<file path="config.mk">
export PLATFORM = sky130hd
export DESIGN_NAME = stepper_cmd_parser_flat
export DESIGN_NICKNAME = d
export VERILOG_FILES = /design/src/rtl/stepper_cmd_if.sv /design/src/rtl/stepper_cmd_parser.sv /design/src/flat_wrapper.sv
export SDC_FILE = /design/constraint.sdc
export NUM_CORES = 1
export LEC_CHECK = 0
export BUFFER_PORTS_ARGS = -buffer_cell sky130_fd_sc_hd__buf_2
export CORE_MARGIN = 3
export CORE_UTILIZATION = 56
export CTS_CLUSTER_DIAMETER = 200
export DETAILED_ROUTE_END_ITERATION = 6
export MAX_ROUTING_LAYER = met4
export PLACE_DENSITY = 0.79
export SLEW_MARGIN = 10
export SYNTH_ARGS = -nofsm -noshare
export SYNTH_HDL_FRONTEND = slang
export SYNTH_SLANG_ARGS = --single-unit
</file>
<file path="constraint.sdc">
create_clock -name clk -period 3.1 [get_ports clk]
set_clock_uncertainty 0.15 [all_clocks]
set_input_delay 0.155 -clock clk [delete_from_list [all_inputs] [get_ports clk]]
set_output_delay 0.155 -clock clk [all_outputs]
set_load 0.01 [all_outputs]
</file>
<file path="src/rtl/stepper_cmd_if.sv">
// Byte-stream and command-bus bundle for the stepper command parser.
// The master modport is the parser; the slave modport is the rx source plus the motor-stage consumer.
interface stepper_cmd_if #(
    parameter int ERR_W = 8
);
    logic [7:0]       rx_byte;
    logic             rbyte_ready;
    logic             cmd_valid;
    logic             cmd_ready;
    logic [1:0]       cmd_motor;
    logic             cmd_dir;
    logic             cmd_half;
    logic [15:0]      cmd_steps;
    logic             pkt_err;
    logic [ERR_W-1:0] err_cnt;

    // Handshake: a command transfers on any rising clk edge where cmd_valid & cmd_ready are both 1.
    // cmd_* stay stable while cmd_valid=1. rbyte_ready is a 1-cycle strobe that is never back-pressured.
    modport master (
        input  rx_byte, rbyte_ready, cmd_ready,
        output cmd_valid, cmd_motor, cmd_dir, cmd_half, cmd_steps, pkt_err, err_cnt
    );

    modport slave (
        output rx_byte, rbyte_ready, cmd_ready,
        input  cmd_valid, cmd_motor, cmd_dir, cmd_half, cmd_steps, pkt_err, err_cnt
    );
endinterface

</file>
<file path="src/rtl/stepper_cmd_parser.sv">
// Framed command parser: SYNC, ctrl, steps_hi, steps_lo [, checksum] -> one held command on a valid/ready bus.
// Optional feature macro: CMD_CHECKSUM_EN (adds the trailing XOR checksum byte and the CSUM state).
module stepper_cmd_parser #(
    parameter logic [7:0] SYNC_BYTE      = 8'hA5,
    parameter int         TIMEOUT_CYCLES = 1000000,
    parameter int         ERR_W          = 8
) (
    input  logic                 clk,
    input  logic                 rst_n,
    stepper_cmd_if.master        bus,
    output logic [2:0]           state_o
);
    localparam int TW = $clog2(TIMEOUT_CYCLES);

    typedef enum logic [2:0] {
        S_IDLE  = 3'd0,
        S_CTRL  = 3'd1,
        S_STEPH = 3'd2,
`ifdef CMD_CHECKSUM_EN
        S_STEPL = 3'd3,
        S_CSUM  = 3'd4
`else
        S_STEPL = 3'd3
`endif
    } state_t;

    state_t             state_q, state_d;
    logic [TW-1:0]      timer_q, timer_d;
    logic [3:0]         ctrl_q, ctrl_d;        // {dir, half, motor[1:0]}
    logic [7:0]         steps_h_q, steps_h_d;
`ifdef CMD_CHECKSUM_EN
    logic [7:0]         steps_l_q, steps_l_d;
    logic [7:0]         xor_q, xor_d;
`endif
    logic               valid_q, valid_d;
    logic [3:0]         cmd_ctrl_q, cmd_ctrl_d;
    logic [15:0]        cmd_steps_q, cmd_steps_d;
    logic               pkt_err_q, pkt_err_d;
    logic [ERR_W-1:0]   err_cnt_q, err_cnt_d;
    logic               commit;
    logic               err;
    logic [15:0]        new_steps;

    always_ff @(posedge clk or negedge rst_n) begin
        if (!rst_n) begin
            state_q     <= S_IDLE;
            timer_q     <= '0;
            ctrl_q      <= '0;
            steps_h_q   <= '0;
`ifdef CMD_CHECKSUM_EN
            steps_l_q   <= '0;
            xor_q       <= '0;
`endif
            valid_q     <= 1'b0;
            cmd_ctrl_q  <= '0;
            cmd_steps_q <= '0;
            pkt_err_q   <= 1'b0;
            err_cnt_q   <= '0;
        end else begin
            state_q     <= state_d;
            timer_q     <= timer_d;
            ctrl_q      <= ctrl_d;
            steps_h_q   <= steps_h_d;
`ifdef CMD_CHECKSUM_EN
            steps_l_q   <= steps_l_d;
            xor_q       <= xor_d;
`endif
            valid_q     <= valid_d;
            cmd_ctrl_q  <= cmd_ctrl_d;
            cmd_steps_q <= cmd_steps_d;
            pkt_err_q   <= pkt_err_d;
            err_cnt_q   <= err_cnt_d;
        end
    end

    always_comb begin
        state_d     = state_q;
        timer_d     = timer_q;
        ctrl_d      = ctrl_q;
        steps_h_d   = steps_h_q;
`ifdef CMD_CHECKSUM_EN
        steps_l_d   = steps_l_q;
        xor_d       = xor_q;
`endif
        valid_d     = valid_q;
        cmd_ctrl_d  = cmd_ctrl_q;
        cmd_steps_d = cmd_steps_q;
        commit      = 1'b0;
        err         = 1'b0;
        new_steps   = {steps_h_q, bus.rx_byte};

        if (bus.rbyte_ready || state_q == S_IDLE) begin
            timer_d = '0;
        end else begin
            timer_d = timer_q + 1'b1;
        end

        // A strobe always wins over a timeout landing in the same cycle.
        if (bus.rbyte_ready) begin
            case (state_q)
                S_IDLE: begin
                    if (bus.rx_byte == SYNC_BYTE) state_d = S_CTRL;
                end
                S_CTRL: begin
                    if (bus.rx_byte[5:2] != 4'd0) begin
                        err     = 1'b1;
                        state_d = S_IDLE;
                    end else begin
                        ctrl_d  = {bus.rx_byte[7], bus.rx_byte[6], bus.rx_byte[1:0]};
                        state_d = S_STEPH;
`ifdef CMD_CHECKSUM_EN
                        xor_d   = bus.rx_byte;
`endif
                    end
                end
                S_STEPH: begin
                    steps_h_d = bus.rx_byte;
                    state_d   = S_STEPL;
`ifdef CMD_CHECKSUM_EN
                    xor_d     = xor_q ^ bus.rx_byte;
`endif
                end
`ifdef CMD_CHECKSUM_EN
                S_STEPL: begin
                    steps_l_d = bus.rx_byte;
                    xor_d     = xor_q ^ bus.rx_byte;
                    state_d   = S_CSUM;
                end
                S_CSUM: begin
                    state_d   = S_IDLE;
                    new_steps = {steps_h_q, steps_l_q};
                    if (bus.rx_byte == xor_q) commit = 1'b1;
                    else                      err    = 1'b1;
                end
`else
                S_STEPL: begin
                    commit  = 1'b1;
                    state_d = S_IDLE;
                end
`endif
                default: state_d = S_IDLE;
            endcase
        end else if (state_q != S_IDLE && timer_q == TW'(TIMEOUT_CYCLES - 1)) begin
            err     = 1'b1;
            state_d = S_IDLE;
            timer_d = '0;
        end

        // A commit can reuse the slot being handed off this very edge; otherwise it is an overrun.
        if (commit) begin
            if (!valid_q || bus.cmd_ready) begin
                valid_d     = 1'b1;
                cmd_ctrl_d  = ctrl_q;
                cmd_steps_d = new_steps;
            end else begin
                err = 1'b1;
            end
        end else if (valid_q && bus.cmd_ready) begin
            valid_d = 1'b0;
        end

        pkt_err_d = err;
        err_cnt_d = (err && err_cnt_q != '1) ? err_cnt_q + 1'b1 : err_cnt_q;
    end

    assign bus.cmd_valid = valid_q;
    assign bus.cmd_dir   = cmd_ctrl_q[3];
    assign bus.cmd_half  = cmd_ctrl_q[2];
    assign bus.cmd_motor = cmd_ctrl_q[1:0];
    assign bus.cmd_steps = cmd_steps_q;
    assign bus.pkt_err   = pkt_err_q;
    assign bus.err_cnt   = err_cnt_q;
    assign state_o       = state_q;
endmodule

</file>
<file path="src/flat_wrapper.sv">
// flat-port wrapper written by rule: the top's interface ports become plain ports
module stepper_cmd_parser_flat 
#(
    parameter logic [7:0] SYNC_BYTE      = 8'hA5,
    parameter int         TIMEOUT_CYCLES = 1000000,
    parameter int         ERR_W          = 8
)
  (clk, rst_n, state_o, bus_rx_byte, bus_rbyte_ready, bus_cmd_ready, bus_cmd_valid, bus_cmd_motor, bus_cmd_dir, bus_cmd_half, bus_cmd_steps, bus_pkt_err, bus_err_cnt);
  stepper_cmd_if #(.ERR_W(ERR_W)) bus_i ();
  input  logic clk;
  input  logic rst_n;
  output logic [2:0] state_o;
  input wire logic [$bits(bus_i.rx_byte)-1:0] bus_rx_byte;
  input wire logic [$bits(bus_i.rbyte_ready)-1:0] bus_rbyte_ready;
  input wire logic [$bits(bus_i.cmd_ready)-1:0] bus_cmd_ready;
  output wire logic [$bits(bus_i.cmd_valid)-1:0] bus_cmd_valid;
  output wire logic [$bits(bus_i.cmd_motor)-1:0] bus_cmd_motor;
  output wire logic [$bits(bus_i.cmd_dir)-1:0] bus_cmd_dir;
  output wire logic [$bits(bus_i.cmd_half)-1:0] bus_cmd_half;
  output wire logic [$bits(bus_i.cmd_steps)-1:0] bus_cmd_steps;
  output wire logic [$bits(bus_i.pkt_err)-1:0] bus_pkt_err;
  output wire logic [$bits(bus_i.err_cnt)-1:0] bus_err_cnt;
  assign bus_i.rx_byte = bus_rx_byte;
  assign bus_i.rbyte_ready = bus_rbyte_ready;
  assign bus_i.cmd_ready = bus_cmd_ready;
  assign bus_cmd_valid = bus_i.cmd_valid;
  assign bus_cmd_motor = bus_i.cmd_motor;
  assign bus_cmd_dir = bus_i.cmd_dir;
  assign bus_cmd_half = bus_i.cmd_half;
  assign bus_cmd_steps = bus_i.cmd_steps;
  assign bus_pkt_err = bus_i.pkt_err;
  assign bus_err_cnt = bus_i.err_cnt;
  stepper_cmd_parser #(.SYNC_BYTE(SYNC_BYTE), .TIMEOUT_CYCLES(TIMEOUT_CYCLES), .ERR_W(ERR_W)) u_core (.clk(clk), .rst_n(rst_n), .bus(bus_i), .state_o(state_o));
endmodule
</file>
# --- After elaboration in Yosys (flattened, before gate mapping) ---
# Index checks and enable logic that the tools add are counted.
word_totals:
  ff_bits: 65
  latch_bits: 0
  ram_bits: 0
  mem_bits_ro: 0
  word_cells: 55
  mem_count: 0
classes:
  add_sub_neg: 2
  multipliers: 0
  n_div: 0
  magnitude_cmp: 0
  n_eq_ne: 8
  n_shift: 0
  muxes: 19
  n_bitwise: 1
  reduce_logical: 16
op_table:
  columns: ["operator", "n"]
  rows:
  - ["$mux 20", 3]
  - ["$add 20x1->20 const B", 1]
  - ["$eq 20x20->1 const B", 1]
  - ["$mux 1", 11]
  - ["$mux 3", 3]
  - ["$pmux 3 s3", 1]
  - ["$add 8x1->8 const B", 1]
  - ["$eq 8x8->1 const B", 1]
  - ["$ne 8x8->1 const B", 1]
  - ["$reduce_and 2->1", 4]
  - ["$eq 3x2->1 const B", 2]
  - ["$reduce_bool 2->1", 2]
  - ["$reduce_bool 4->1", 1]
  - ["$eq 3x1->1 const B", 1]
  - ["$logic_and 1x1->1", 3]
  - ["$logic_not 3->1", 1]
  - ["$ne 3x3->1 const B", 1]
  - ["$reduce_and 3->1", 1]
  - ["$reduce_bool 3->1", 1]
  - ["$logic_or 1x1->1", 2]
  - ["$mux 2", 1]
  - ["$ne 2x2->1 const B", 1]
  - ["$logic_not 1->1", 1]
  - ["$not 1->1", 1]

# --- Depth between registers and ports, before layout ---
# Gate-level depths: netlist of run 1.
depth:
  word_depth: 7
  depth_mapped: 7

# --- Worst setup path before layout of run 1 ---
# OpenSTA, ideal clock, no wires.
synth_timing:
  path_kind: "register -> register"
  start: "register u_core.timer_q[0]"
  end: "register u_core.err_cnt_q[1] (netlist: u_core.bus.err_cnt[1])"
  setup_ns: 0.125
  arrival_ns: 1.872
  setup_slack_ns: 0.953
  path_stages_with_launch: 7
  n_path_buf: 0
  synth_period_minus_slack_ns: 2.147
  path_cell_list: "dfrtp_1 ha_1 nand3_2 or4_4 o22ai_4 and2_4 mux2_4"
synth_via:
  elab_chain_cells: 7
synth_rtl:
  columns: ["element", "line_no", "rtl"]
  rows:
  - ["start: declaration", "stepper_cmd_parser.sv:28", "logic [TW-1:0] timer_q, timer_d;"]
  - ["start signal: assignment", "stepper_cmd_parser.sv:61", "timer_q <= timer_d;"]
  - ["$eq 20x20->1 *", "stepper_cmd_parser.sv:143", "end else if (state_q != S_IDLE && timer_q == TW'(TIMEOUT_CYCLES - 1)) begin"]
  - ["$logic_and 1x1->1 *", "stepper_cmd_parser.sv:143", null]
  - ["$mux 1 *", "stepper_cmd_parser.sv:143", null]
  - ["$mux 1 *", "stepper_cmd_parser.sv:99", "if (bus.rbyte_ready) begin"]
  - ["$mux 1", "stepper_cmd_parser.sv:151", "if (!valid_q || bus.cmd_ready) begin"]
  - ["$mux 1 *", "stepper_cmd_parser.sv:150", "if (commit) begin"]
  - ["named net u_core.err", "stepper_cmd_parser.sv:41", "logic err;"]
  - ["$logic_and 1x1->1 *", "stepper_cmd_parser.sv:163", "err_cnt_d = (err && err_cnt_q != '1) ? err_cnt_q + 1'b1 : err_cnt_q;"]
  - ["end signal: assignment", "stepper_cmd_parser.sv:72", "err_cnt_q <= err_cnt_d;"]
  - ["end: declaration", "stepper_cmd_parser.sv:39", "logic [ERR_W-1:0] err_cnt_q, err_cnt_d;"]
# Mark *: on every way through the listed nets, which the timed path passes. The rest lies on a longest branch.
# A chain may end at the register's enable or synchronous reset.

# --- Final worst setup path of run 1 ---
# Ends and elaborated chain as after synthesis.

==> parameters.txt, run 1 <==
Parameter                              Value

CTS
  Clock-pin transition on the worst setup and hold timing paths    about 70 ps
  Resized cells post-CTS    0
  Clock Path Buffers    2
  Num Clock Sinks    64
  TritonCTS clock tree    built
  Clock insertion delay at the later pin of the skew report    ~340 ps
  CTS root buffer    clkbuf_8
  H-Tree Depth    3
  Total CTS buffers    9

Floorplan
  Initial core utilization    around three fifths
  Chip Height    ~77 µm
  Die extent in x    ~77 µm
  Top Ports    45
  Core area    between 4000 and 5000 µm²
  Die area    slightly below 6000 µm²
  Row cnt    25

STA
  Min Tclk post-route    2290 ps
  Measured slew at the worst slew-check pin    ~760 ps
  Worst max-slew margin expressed relative to the limit    about half
  Sum of negative setup slack    0 ps
  RSZ-0062 raised after global routing    false
  Share of the clock period used by the worst path    between 70% and 80%
  Maximum operating frequency    roughly 440 MHz
  Pins over their slew limit    0
  Setup violators final    0
  Number of hold-slack violations in the final timing report    0

Critical path
  Crit-path cells    ha_1, nand3_2, or4_4, o22ai_4, and2_4, mux2_4
  Length in cells of the worst reg-to-reg path    6
  Critical Path Source Type    register
  Worst Path Class, Setup    reg -> reg
  CP Buf/Inv Count    0
  Flop-to-flop setup slack    slightly above 800 ps
  WP depth    6
  Critical path endpoint category    register
  Launch instance of the worst register-to-register path    u_core.timer_q[0]$_DFF_PN0_
  Arrival time worst endpoint    roughly 2400 ps
  Highest fanout seen on the critical path    10
  Critical path required time    roughly 3200 ps
  Kind of cell adding the most delay to the critical path    simple AND/OR/NAND/NOR gates
  Slowest library cell on the worst path    or4_4
  Largest stage delay, worst path    roughly 560 ps
  R2r endpoint    u_core.bus.err_cnt[1]$_DFFE_PN0P_

Synth
  Fraction of registers with async set or reset after synthesis    between 90% and 100%
  #FFs+latches synth    64
  Proportion of synthesized chip area in sequential cells    56.8%
  Synthesized Nets    between 200 and 250
  Number of warnings issued by yosys    0
  Count of flip-flops with a built-in enable after synthesis    0
  Number of instances in the synthesized netlist    approximately 230
  Avg Inst Size Synth    about 12 µm²
  Count of different cell masters after synthesis    45
  Flip-flop cell with the highest count after synthesis    dfrtp_1
  Total standard cell area after synthesis    between 2000 and 3000 µm²

Global routing
  Maximum number of pins on one net before global-route repair    36
  Total routing resource utilization after global routing    between 20% and 30%
  Overall overflow remaining after global route    0
  Wire length of the first global-routing pass    9390 µm
  Antenna violations before repair    0
  Number of global-route vias before repair    1914

Status
  Result of the run    finished clean

Cells and area
  Area growth, synth to finish    20.6%
  Fraction of final layout cells sized beyond drive strength 1    around 28%
  Count of placed standard cells in the final layout, fillers left out    360
  Post-route cell area    between 3000 and 4000 µm²
  Final antenna diode count    0
  Fin nets    slightly above 300

Drt
  Final routed wire length divided by cell count    between 15 and 20 µm
  DRT Wirelength    ~5400 µm
  Post-DRT Antenna Nets    0
  Number of detailed-routing iterations run before antenna repair    5
  Total number of vias    1906
  DRC violations left    0
  Vias per cell    5.29
  First DRT Iteration DRCs    just over 90

Worst hold path
  Class of the worst hold path    in -> async

Place
  Placed Cells    around 330
  Estimated wirelength of the detail-placed design    between 3000 and 4000 µm
  Dpl cell area    approximately 3100 µm²
  I/O Buffers    43
  RD Place Congestion    roughly 0.80

Run
  Number of max-cap violations    0

Power and ir drop
  Peak supply drop    between 400 and 500 µV
  Leakage Power    approximately 1.7 nW
  Power per cell area    a little under 500 nW/µm²
  Design Power    between 1.5 and 2 mW
cell usage after synthesis, types with 2 or more instances:
| cell | instances | share of area [%] |
|---|---|---|
| a21oi_1 | 3 | 0.53 |
| and3_1 | 8 | 1.8 |
| and4_1 | 2 | 0.62 |
| clkbuf_1 | 4 | 0.53 |
| dfrtp_1 | 64 | 57 |
| ha_1 | 2 | 0.89 |
| inv_1 | 2 | 0.27 |
| mux2_1 | 25 | 10 |
| mux2_2 | 7 | 2.8 |
| nand2_1 | 11 | 1.5 |
| nand3_1 | 13 | 2.3 |
| nand3_2 | 2 | 0.71 |
| nand4_1 | 5 | 1.1 |
| nor2_1 | 26 | 3.5 |
| nor2b_1 | 2 | 0.44 |
| nor3_1 | 2 | 0.36 |
| nor4b_1 | 2 | 0.62 |
| xnor2_1 | 15 | 4.7 |
| xor2_1 | 8 | 2.5 |
layout make-up:
type                            count  area [µm²]
Clock buffer                        9         124
Multi-Input combinational cell    155        1170
Inverter                            2        7.51
Fill cell                         347        1390
Sequential cell                    64        1600
Timing Repair Buffer               56         340
Clock inverter                      7        71.3
Tap cell                           67        83.8
cell usage in the layout, fill, tap and decap left out, types with 3 or more instances in the layout:
cell type       n
nand4_1         5
nor2_1         26
nand2_1        11
xnor2_1        15
xor2_1          8
mux2_2          7
and3_1          8
dfrtp_1        64
buf_2          43
mux2_1         25
nand3_1        13
clkbuf_8        9
dlygate4sd3_1  11
clkinvlp_4      3
a21oi_1         3
metal layers:
| metal | vias to the layer above | share of wire [%] | global-route usage [%] |
|---|---|---|---|
| met5 | - | 0 | - |
| met4 | 0 | 1.6 | 8.70 |
| met3 | 9 | 4.1 | 4.23 |
| met2 | 41 | 49 | 31.3 |
| met1 | 944 | 45 | 27.8 |
| li1 | 912 | - | - |
timing repair:
action	CTS	global route
endpoints found under the setup margin	0	0
setup buffers	0	0
hold endpoints to repair	56	0
hold buffers	11	0
state kept, by name, indices dropped and copies added, names as in the netlist:
register / cells
u_core.bus.pkt_err: 1
u_core.steps_h_q: 8
u_core.bus.cmd_steps: 16
u_core.ctrl_q: 4
u_core.timer_q: 20
u_core.cmd_ctrl_q: 4
u_core.bus.err_cnt: 8
u_core.bus.cmd_valid: 1
u_core.state_o: 2
cells by family (layout without fill, tap and decap cells):
family / count (synthesis) / in the layout / share of synthesized area, %
other cells: 1 / 1 / 0.133
mux: 33 / 33 / 13.3
xor+xnor: 23 / 23 / 7.15
fa+ha+maj: 2 / 2 / 0.888
simple gates: 86 / 86 / 17.0
buf+inv: 10 / 74 / 1.78
flops: 64 / 64 / 56.8
compound gates: 10 / 10 / 2.93
how the worst max path moves through the flow:
| stage | start | end | slack (ps) |
|---|---|---|---|
| 2_1_floorplan | u_core.timer_q[0]$_DFF_PN0_ | u_core.bus.err_cnt[1]$_DFFE_PN0P_ | 950 |
| 3_3_place_gp | u_core.timer_q[0]$_DFF_PN0_ | u_core.bus.err_cnt[1]$_DFFE_PN0P_ | 890 |
| 3_5_place_dp | u_core.timer_q[0]$_DFF_PN0_ | u_core.bus.err_cnt[1]$_DFFE_PN0P_ | 820 |
| 4_1_cts | u_core.timer_q[0]$_DFF_PN0_ | u_core.bus.err_cnt[1]$_DFFE_PN0P_ | 810 |
| 5_1_grt | u_core.timer_q[0]$_DFF_PN0_ | u_core.bus.err_cnt[1]$_DFFE_PN0P_ | 690 |
| 6_report | u_core.timer_q[0]$_DFF_PN0_ | u_core.bus.err_cnt[1]$_DFFE_PN0P_ | 810 |
where the power goes:
part           switching, mW  internal (mW)
logic                 0.0411         0.0341
clock network          0.330          0.370
registers             0.0145          0.852
stage by stage:
| stage | utilization, % | hold slack [ps] | setup slack [ps] |
|---|---|---|---|
| floorplan | - | -291 | 953 |
| global placement | 64.6 | 115 | 889 |
| detailed placement | 64.6 | 126 | 820 |
| CTS | 71.0 | 304 | 810 |
| global route | 71.0 | 357 | 687 |
| finish | 71.0 | 279 | 811 |
No activity file was read; power rests on OpenSTA's default activity.
==> run 2, diff against run 1 <==
--- a/config.mk
+++ b/config.mk
@@ -5,13 +5,14 @@
 export SDC_FILE = /design/constraint.sdc
 export NUM_CORES = 1
 export LEC_CHECK = 0
+export ABC_AREA = 1
 export BUFFER_PORTS_ARGS = -buffer_cell sky130_fd_sc_hd__buf_2
 export CORE_MARGIN = 3
-export CORE_UTILIZATION = 56
+export CORE_UTILIZATION = 57
 export CTS_CLUSTER_DIAMETER = 200
 export DETAILED_ROUTE_END_ITERATION = 6
 export MAX_ROUTING_LAYER = met4
-export PLACE_DENSITY = 0.79
+export PLACE_DENSITY = 0.8
 export SLEW_MARGIN = 10
 export SYNTH_ARGS = -nofsm -noshare
 export SYNTH_HDL_FRONTEND = slang
==> constraint.sdc (replaced) <==
create_clock -name clk -period 2.3 [get_ports clk]
set_clock_uncertainty 0.15 [all_clocks]
set_input_delay 0.115 -clock clk [delete_from_list [all_inputs] [get_ports clk]]
set_output_delay 0.115 -clock clk [all_outputs]
set_load 0.01 [all_outputs]
==> run 2 against run 1 <==
Synthesized cell count up 56%; die area is 7.0% higher; power is 120% higher; sequential share of layout area down 3.8 points; clock-buffer cell count rose by 1.
==> parameters.txt, run 2 <==
Parameter                              Value

STA
  Sum of negative setup slack    0 ps
  Min Tclk post-route    about 1800 ps
  Measured slew at the worst slew-check pin    approximately 600 ps
  Share of the clock period used by the worst path    78.7%
  Pins over their slew limit    0
  RSZ-0062 raised after global routing    false
  Setup violators final    0
  Worst max-slew margin expressed relative to the limit    between 60% and 70%
  Maximum operating frequency    between 500 and 600 MHz
  Number of hold-slack violations in the final timing report    0

Global routing
  Maximum number of pins on one net before global-route repair    43
  Wire length of the first global-routing pass    around 11000 µm
  Overall overflow remaining after global route    0
  Total routing resource utilization after global routing    a little under a quarter
  Antenna violations before repair    0
  Number of global-route vias before repair    roughly 2500

Synth
  Most area-consuming cells after synthesis    dfrtp_1 (52%), nand2_1 (10%), inv_1 (5.8%), nand3_1 (4.9%), o21ai_0 (4.7%)
  Fraction of registers with async set or reset after synthesis    between 90% and 100%
  Proportion of synthesized chip area in sequential cells    about half
  Number of instances in the synthesized netlist    ~360
  Count of different cell masters after synthesis    30
  Yosys top cell area share    between 50 and 60%
  Leading area contributor after synthesis    dfrtp_1
  Flip-flop cell with the highest count after synthesis    dfrtp_1
  Count of flip-flops with a built-in enable after synthesis    0
  Number of warnings issued by yosys    0
  Synthesized Nets    around 370
  Commonest cells post-synth    nand2_1 (83), dfrtp_1 (64), inv_1 (48)
  Most used standard cell by instance count after synthesis    nand2_1
  Avg Inst Size Synth    approximately 8.6 µm²
  #FFs+latches synth    64
  Total standard cell area after synthesis    a little over 3000 µm²

Critical path
  Highest fanout seen on the critical path    10
  Length in cells of the worst reg-to-reg path    8
  Critical path endpoint category    register
  Slowest library cell on the worst path    dfrtp_1
  Crit-path cells    ha_1, nand3_1, nor2_1, nand3_4, nand2_4, nand2_4, nand2_1, nand2_1
  Worst Path Class, Setup    reg -> reg
  Largest stage delay, worst path    around 380 ps
  Critical Path Source Type    register
  Flop-to-flop setup slack    490 ps
  Arrival time worst endpoint    1890 ps
  R2r endpoint    u_core.bus.err_cnt[2]$_DFFE_PN0P_
  Launch instance of the worst register-to-register path    u_core.timer_q[0]$_DFF_PN0_
  Critical path required time    between 2000 and 2500 ps
  Kind of cell adding the most delay to the critical path    simple AND/OR/NAND/NOR gates
  CP Buf/Inv Count    0

Power and ir drop
  Design Power    between 3 and 4 mW
  Power per cell area    a little under 1000 nW/µm²
  Peak supply drop    704 µV
  Leakage Power    between 1.5 and 2 nW

CTS
  H-Tree Depth    3
  CTS root buffer    clkbuf_8
  Clock insertion delay at the later pin of the skew report    ~330 ps
  Clock-pin transition on the worst setup and hold timing paths    approximately 70 ps
  Num Clock Sinks    64
  Clock Path Buffers    2
  Total CTS buffers    9
  TritonCTS clock tree    built
  Resized cells post-CTS    0
  Post-CTS setup repair buffer count    0

Drt
  Topmost layer with routed signal wires    met4
  Total number of vias    around 2500
  Vias per cell    between 5 and 6
  WL met1    between 2000 and 3000 µm
  Detailed-routed wire length on met3    roughly 300 µm
  Number of detailed-routing iterations run before antenna repair    5
  Detail Route met2 WL    3120 µm
  Final routed wire length divided by cell count    between 10 and 15 µm
  Post-DRT Antenna Nets    0
  DRC violations left    0
  First DRT Iteration DRCs    between 150 and 200
  DRT Wirelength    between 6000 and 7000 µm

Cells and area
  Leading cell types in the layout, fill and taps excluded    nand2_1 (83), dfrtp_1 (64), inv_1 (48), buf_2 (43), nor2_1 (38)
  Commonest non-fill, non-tap cell in the layout    nand2_1
  Largest Register    u_core.timer_q
  Fraction of final layout cells sized beyond drive strength 1    ~19%
  Fin nets    433
  Post-route cell area    around 3700 µm²
  Max reg flops    20
  Final antenna diode count    0
  Area growth, synth to finish    19.6%

Floorplan
  Die extent in x    79.6 µm
  Die area    about 6300 µm²
  Chip Height    between 70 and 80 µm
  Initial core utilization    between 50% and 60%
  Core area    5170 µm²
  Top Ports    45
  Row cnt    26

Run
  Number of max-cap violations    0

Place
  I/O Buffers    43
  Estimated wirelength of the detail-placed design    about 4500 µm
  Dpl cell area    roughly 3400 µm²
  RD Place Congestion    between 0.9 and 1

Worst hold path
  Class of the worst hold path    in -> async

Status
  Result of the run    finished clean
run 2: changes by cell type in the layout (fill, tap and decap cells not counted), moves of 6 or more:
cell / before / now
and3_1: 8 / 0
inv_1: 2 / 48
mux2_1: 25 / 0
nand2_1: 11 / 83
nand3_1: 13 / 30
nor2_1: 26 / 38
nor3_1: 2 / 8
o21ai_0: 1 / 29
xnor2_1: 15 / 2
xor2_1: 8 / 14
run 2: stage by stage:
| stage | utilization [%] | instances | worst slack [ps] | hold WS (ps) |
|---|---|---|---|---|
| final | 71.4 | 494 | 490 | 137 |
| after global routing | 71.4 | 494 | 285 | 179 |
| after CTS | 71.4 | 494 | 466 | 148 |
| after detailed placement | 65.3 | 467 | 547 | -24.4 |
| after global placement | 65.3 | 467 | 613 | -29.9 |
| after floorplan | - | 358 | 732 | -331 |
run 2: routing by layer:
layer | vias up | track usage (%)
met3 | 9 | 3.95
li1 | 1256 | -
met1 | 1190 | 29.1
met2 | 67 | 36.9
met5 | - | -
met4 | 0 | 9.28
run 2: worst max path at each step:
stage / start / to / slack (ps) / cells past startpoint
floorplan: u_core.timer_q[0]$_DFF_PN0_ / u_core.bus.err_cnt[5]$_DFFE_PN0P_ / 730 / 8
global placement: u_core.state_o[1]$_DFFE_PN0P_ / u_core.bus.cmd_steps[12]$_DFFE_PN0P_ / 610 / 2
detailed placement: u_core.timer_q[0]$_DFF_PN0_ / u_core.bus.err_cnt[3]$_DFFE_PN0P_ / 550 / 8
CTS: u_core.timer_q[0]$_DFF_PN0_ / u_core.bus.err_cnt[2]$_DFFE_PN0P_ / 470 / 8
global route: u_core.timer_q[0]$_DFF_PN0_ / u_core.bus.err_cnt[2]$_DFFE_PN0P_ / 290 / 8
finish: u_core.timer_q[0]$_DFF_PN0_ / u_core.bus.err_cnt[2]$_DFFE_PN0P_ / 490 / 8
run 2: worst reg2reg max path: stages, from the launching register on:
cell and delay (ps):
dfrtp_1 380, ha_1 210, nand3_1 210, nor2_1 280, nand3_4 100, nand2_4 140
nand2_4 100, nand2_1 80, nand2_1 50
run 2: layout make-up:
class	instances	area, µm²
fill	398	1480
clock buffer	10	138
sequential	64	1600
inverter	51	191
timing repair buffer	55	345
tap	70	87.6
multi-input combinational	238	1260
clock inverter	6	66.3
run 2: what timing repair did:
item                                   4_1_cts  5_1_grt
setup endpoints to repair                    0        0
hold buffers                                11        0
endpoints found under the hold margin       43        0
run 2: cell families (layout without fill, tap and decap cells):
group / Yosys count / after routing / synth area share [%]
adder cells (fa/ha/maj): 2 / 2 / 0.811
other: 1 / 1 / 0.121
AND/OR/NAND/NOR: 180 / 180 / 27.5
multiplexers: 8 / 8 / 2.92
flip-flops: 64 / 64 / 51.9
XOR/XNOR: 16 / 16 / 4.54
AO/OA/AOI/OAI: 31 / 31 / 5.03
buffers and inverters: 56 / 122 / 7.22
run 2: report_power, final:
group	switching (mW)	total, mW	internal, mW
registers	0.232	1.69	1.45
logic	0.576	0.981	0.404
clock network	0.444	0.975	0.531
total	1.25	3.64	2.39
==> run 3, diff against run 2 <==
==> constraint.sdc (replaced) <==
create_clock -name clk -period 1.7 [get_ports clk]
set_clock_uncertainty 0.15 [all_clocks]
set_input_delay 0.085 -clock clk [delete_from_list [all_inputs] [get_ports clk]]
set_output_delay 0.085 -clock clk [all_outputs]
set_load 0.01 [all_outputs]
==> run 3 against run 2 <==
Highest routed layer unchanged; via count rose by 8.0%; die area did not move; flip-flop and latch count unchanged; critical path depth unchanged; critical endpoint is now u_core.timer_q[11]$_DFF_PN0_; combinational power rose by 47%; clock power rose by 17%; sequential power is 35% higher; clock-buffer cell count is 1 lower; register-to-register slack worse by 430 ps.
==> parameters.txt, run 3 (same netlist as run 2, synthesis figures left out) <==
Parameter                              Value

Critical path
  Arrival time worst endpoint    1700 ps
  R2r endpoint    u_core.timer_q[11]$_DFF_PN0_
  Largest stage delay, worst path    ~400 ps
  Slowest library cell on the worst path    dfrtp_1
  Launch instance of the worst register-to-register path    u_core.timer_q[8]$_DFF_PN0_
  Most common cell type on the critical path    nor2_1
  Beginning of the critical path    u_core.timer_q[8]$_DFF_PN0_
  Highest fanout seen on the critical path    3
  Flop-to-flop setup slack    around 63 ps
  Worst setup path endpoint    u_core.timer_q[11]$_DFF_PN0_
  Critical path required time    roughly 1800 ps
  Length in cells of the worst reg-to-reg path    8
  Crit-path cells    buf_4, buf_4, nand2_1, nor2_1, nand2_1, nor2_1, xor2_1, nor2_1
  Worst Path Class, Setup    reg -> reg
  Critical path endpoint category    register
  Critical Path Source Type    register

Cells and area
  Final antenna diode count    0
  Largest Register    u_core.timer_q
  Fraction of final layout cells sized beyond drive strength 1    a little over a quarter
  Multi-input gate area in the final layout    1350 µm²
  Area growth, synth to finish    26.1%
  Commonest non-fill, non-tap cell in the layout    nand2_1
  Leading cell types in the layout, fill and taps excluded    nand2_1 (83), dfrtp_1 (64), inv_1 (44), buf_2 (43), nor2_1 (33)
  Post-Route Utilization    ~75%
  Register cell area after layout    about 1600 µm²
  Max reg flops    20
  Count of filler cells inserted in the layout    roughly 350
  Fin nets    454

STA
  RSZ-0062 raised after global routing    true
  Share of the clock period used by the worst path    approximately 96%
  Min Tclk post-route    roughly 1600 ps
  Number of hold-slack violations in the final timing report    0
  Post-route worst hold slack    approximately 130 ps
  Maximum operating frequency    roughly 610 MHz
  Setup violators final    0
  Pins over their slew limit    0

Global routing
  Overall overflow remaining after global route    0
  Number of global-route vias before repair    2497
  Maximum number of pins on one net before global-route repair    65
  Wire length of the first global-routing pass    11300 µm
  Total routing resource utilization after global routing    23.6%
  Antenna violations before repair    0

CTS
  Num Clock Sinks    64
  TritonCTS clock tree    built
  H-Tree Depth    3
  Clock insertion delay at the later pin of the skew report    about 340 ps
  Total CTS buffers    9
  Clock-pin transition on the worst setup and hold timing paths    roughly 80 ps
  CTS root buffer    clkbuf_8
  Clock Path Buffers    2

Run
  Number of max-cap violations    0

Drt
  Vias per cell    around 5.3
  Post-DRT Antenna Nets    0
  First DRT Iteration DRCs    approximately 230
  DRT Wirelength    ~7000 µm
  Final routed wire length divided by cell count    approximately 14 µm
  Total number of vias    2723
  DRC violations left    0
  Number of detailed-routing iterations run before antenna repair    5

Power and ir drop
  Sequential cell fraction of total power    46.9%
  Net load switching power    1.76 mW
  Clk network pwr share    23.5%
  Leakage Power    approximately 2 nW
  Proportion of total power due to net switching    a little over a third
  Peak supply drop    about 870 µV
  Part of the total power dissipated in combinational logic    between 20% and 30%
  Int Pwr    ~3.1 mW
  Power per cell area    ~1200 nW/µm²

Floorplan
  Core area    5170 µm²
  Die extent in x    approximately 80 µm
  Chip Height    roughly 80 µm
  Top Ports    45
  Initial core utilization    a little under 60%
  Die area    ~6300 µm²
  Row cnt    26

Place
  RD Place Congestion    just under 0.9
  Estimated wirelength of the detail-placed design    ~4700 µm
  I/O Buffers    43

Worst hold path
  Class of the worst hold path    in -> async

Status
  Result of the run    finished clean
run 3: changes by cell type in the layout (fill, tap and decap cells not counted), moves of 3 or more:
cell	change
inv_2	+4
inv_1	-4
buf_4	+19
nor2_1	-5
clkinv_4	+3
nor2_2	+4
run 3: stage by stage:
stage	std cells	setup TNS (ps)	area [µm²]	power, mW	worst slack (ps)
3_3_place_gp	479	0	3470	3.56	44.1
5_1_grt	515	-199	3890	5.19	-42.9
4_1_cts	506	0	3750	4.81	6.15
2_1_floorplan	358	0	3090	3.06	132
3_5_place_dp	479	-135	3470	3.65	-28.5
6_report	515	0	3890	4.86	62.7
run 3: worst min-delay path by stage:
| stage | end | slack, ps | cells after the start |
|---|---|---|---|
| final | u_core.bus.err_cnt[5]$_DFFE_PN0P_ | 130 | 3 |
| after floorplan | u_core.bus.cmd_steps[0]$_DFFE_PN0P_ | -360 | 0 |
| after detailed placement | u_core.timer_q[15]$_DFF_PN0_ | -30 | 2 |
| after global routing | u_core.bus.err_cnt[5]$_DFFE_PN0P_ | 140 | 3 |
| after CTS | u_core.steps_h_q[2]$_DFFE_PN0P_ | 140 | 3 |
| after global placement | u_core.timer_q[15]$_DFF_PN0_ | -30 | 2 |
run 3: per-layer routing:
metal	vias to the layer above	wire length, µm	global-route usage (%)
li1	1310	-	-
met4	0	138	6.70
met1	1272	3020	30.6
met2	123	3440	37.1
met5	-	0	-
met3	18	471	5.87
run 3: final cells by class:
class,instances,share of cell area (%)
flip-flops and latches,64,41.2
multi-input cells,240,34.7
repair buffers,74,12.5
clock inverters,7,1.25
clock buffers,9,3.18
inverters,51,4.92
well taps,70,2.25
run 3: timing repair:
item,in CTS,in global routing
hold buffers,11,0
buffers inserted,0,7
endpoints found under the hold margin,86,0
gates cloned,0,2
endpoints found under the setup margin,18,23
pin swaps,1,6
resized for setup,1,18
run 3: critical path: cells and delay by family, from the launching register on:
kind                      cells  cell delay (ps)
and+or+nand+nor               5              530
DFF                           1              410
xor gates and xnor gates      1              170
buffers and inverters         2              240
run 3: power groups by stage:
stage	combinational [mW]	sequential, mW	clock, mW
after floorplan	0.672	2.39	0
after global placement	1.29	2.26	0
after detailed placement	1.35	2.29	0
after CTS	1.39	2.27	1.15
after global routing	1.62	2.33	1.24
final	1.44	2.28	1.14
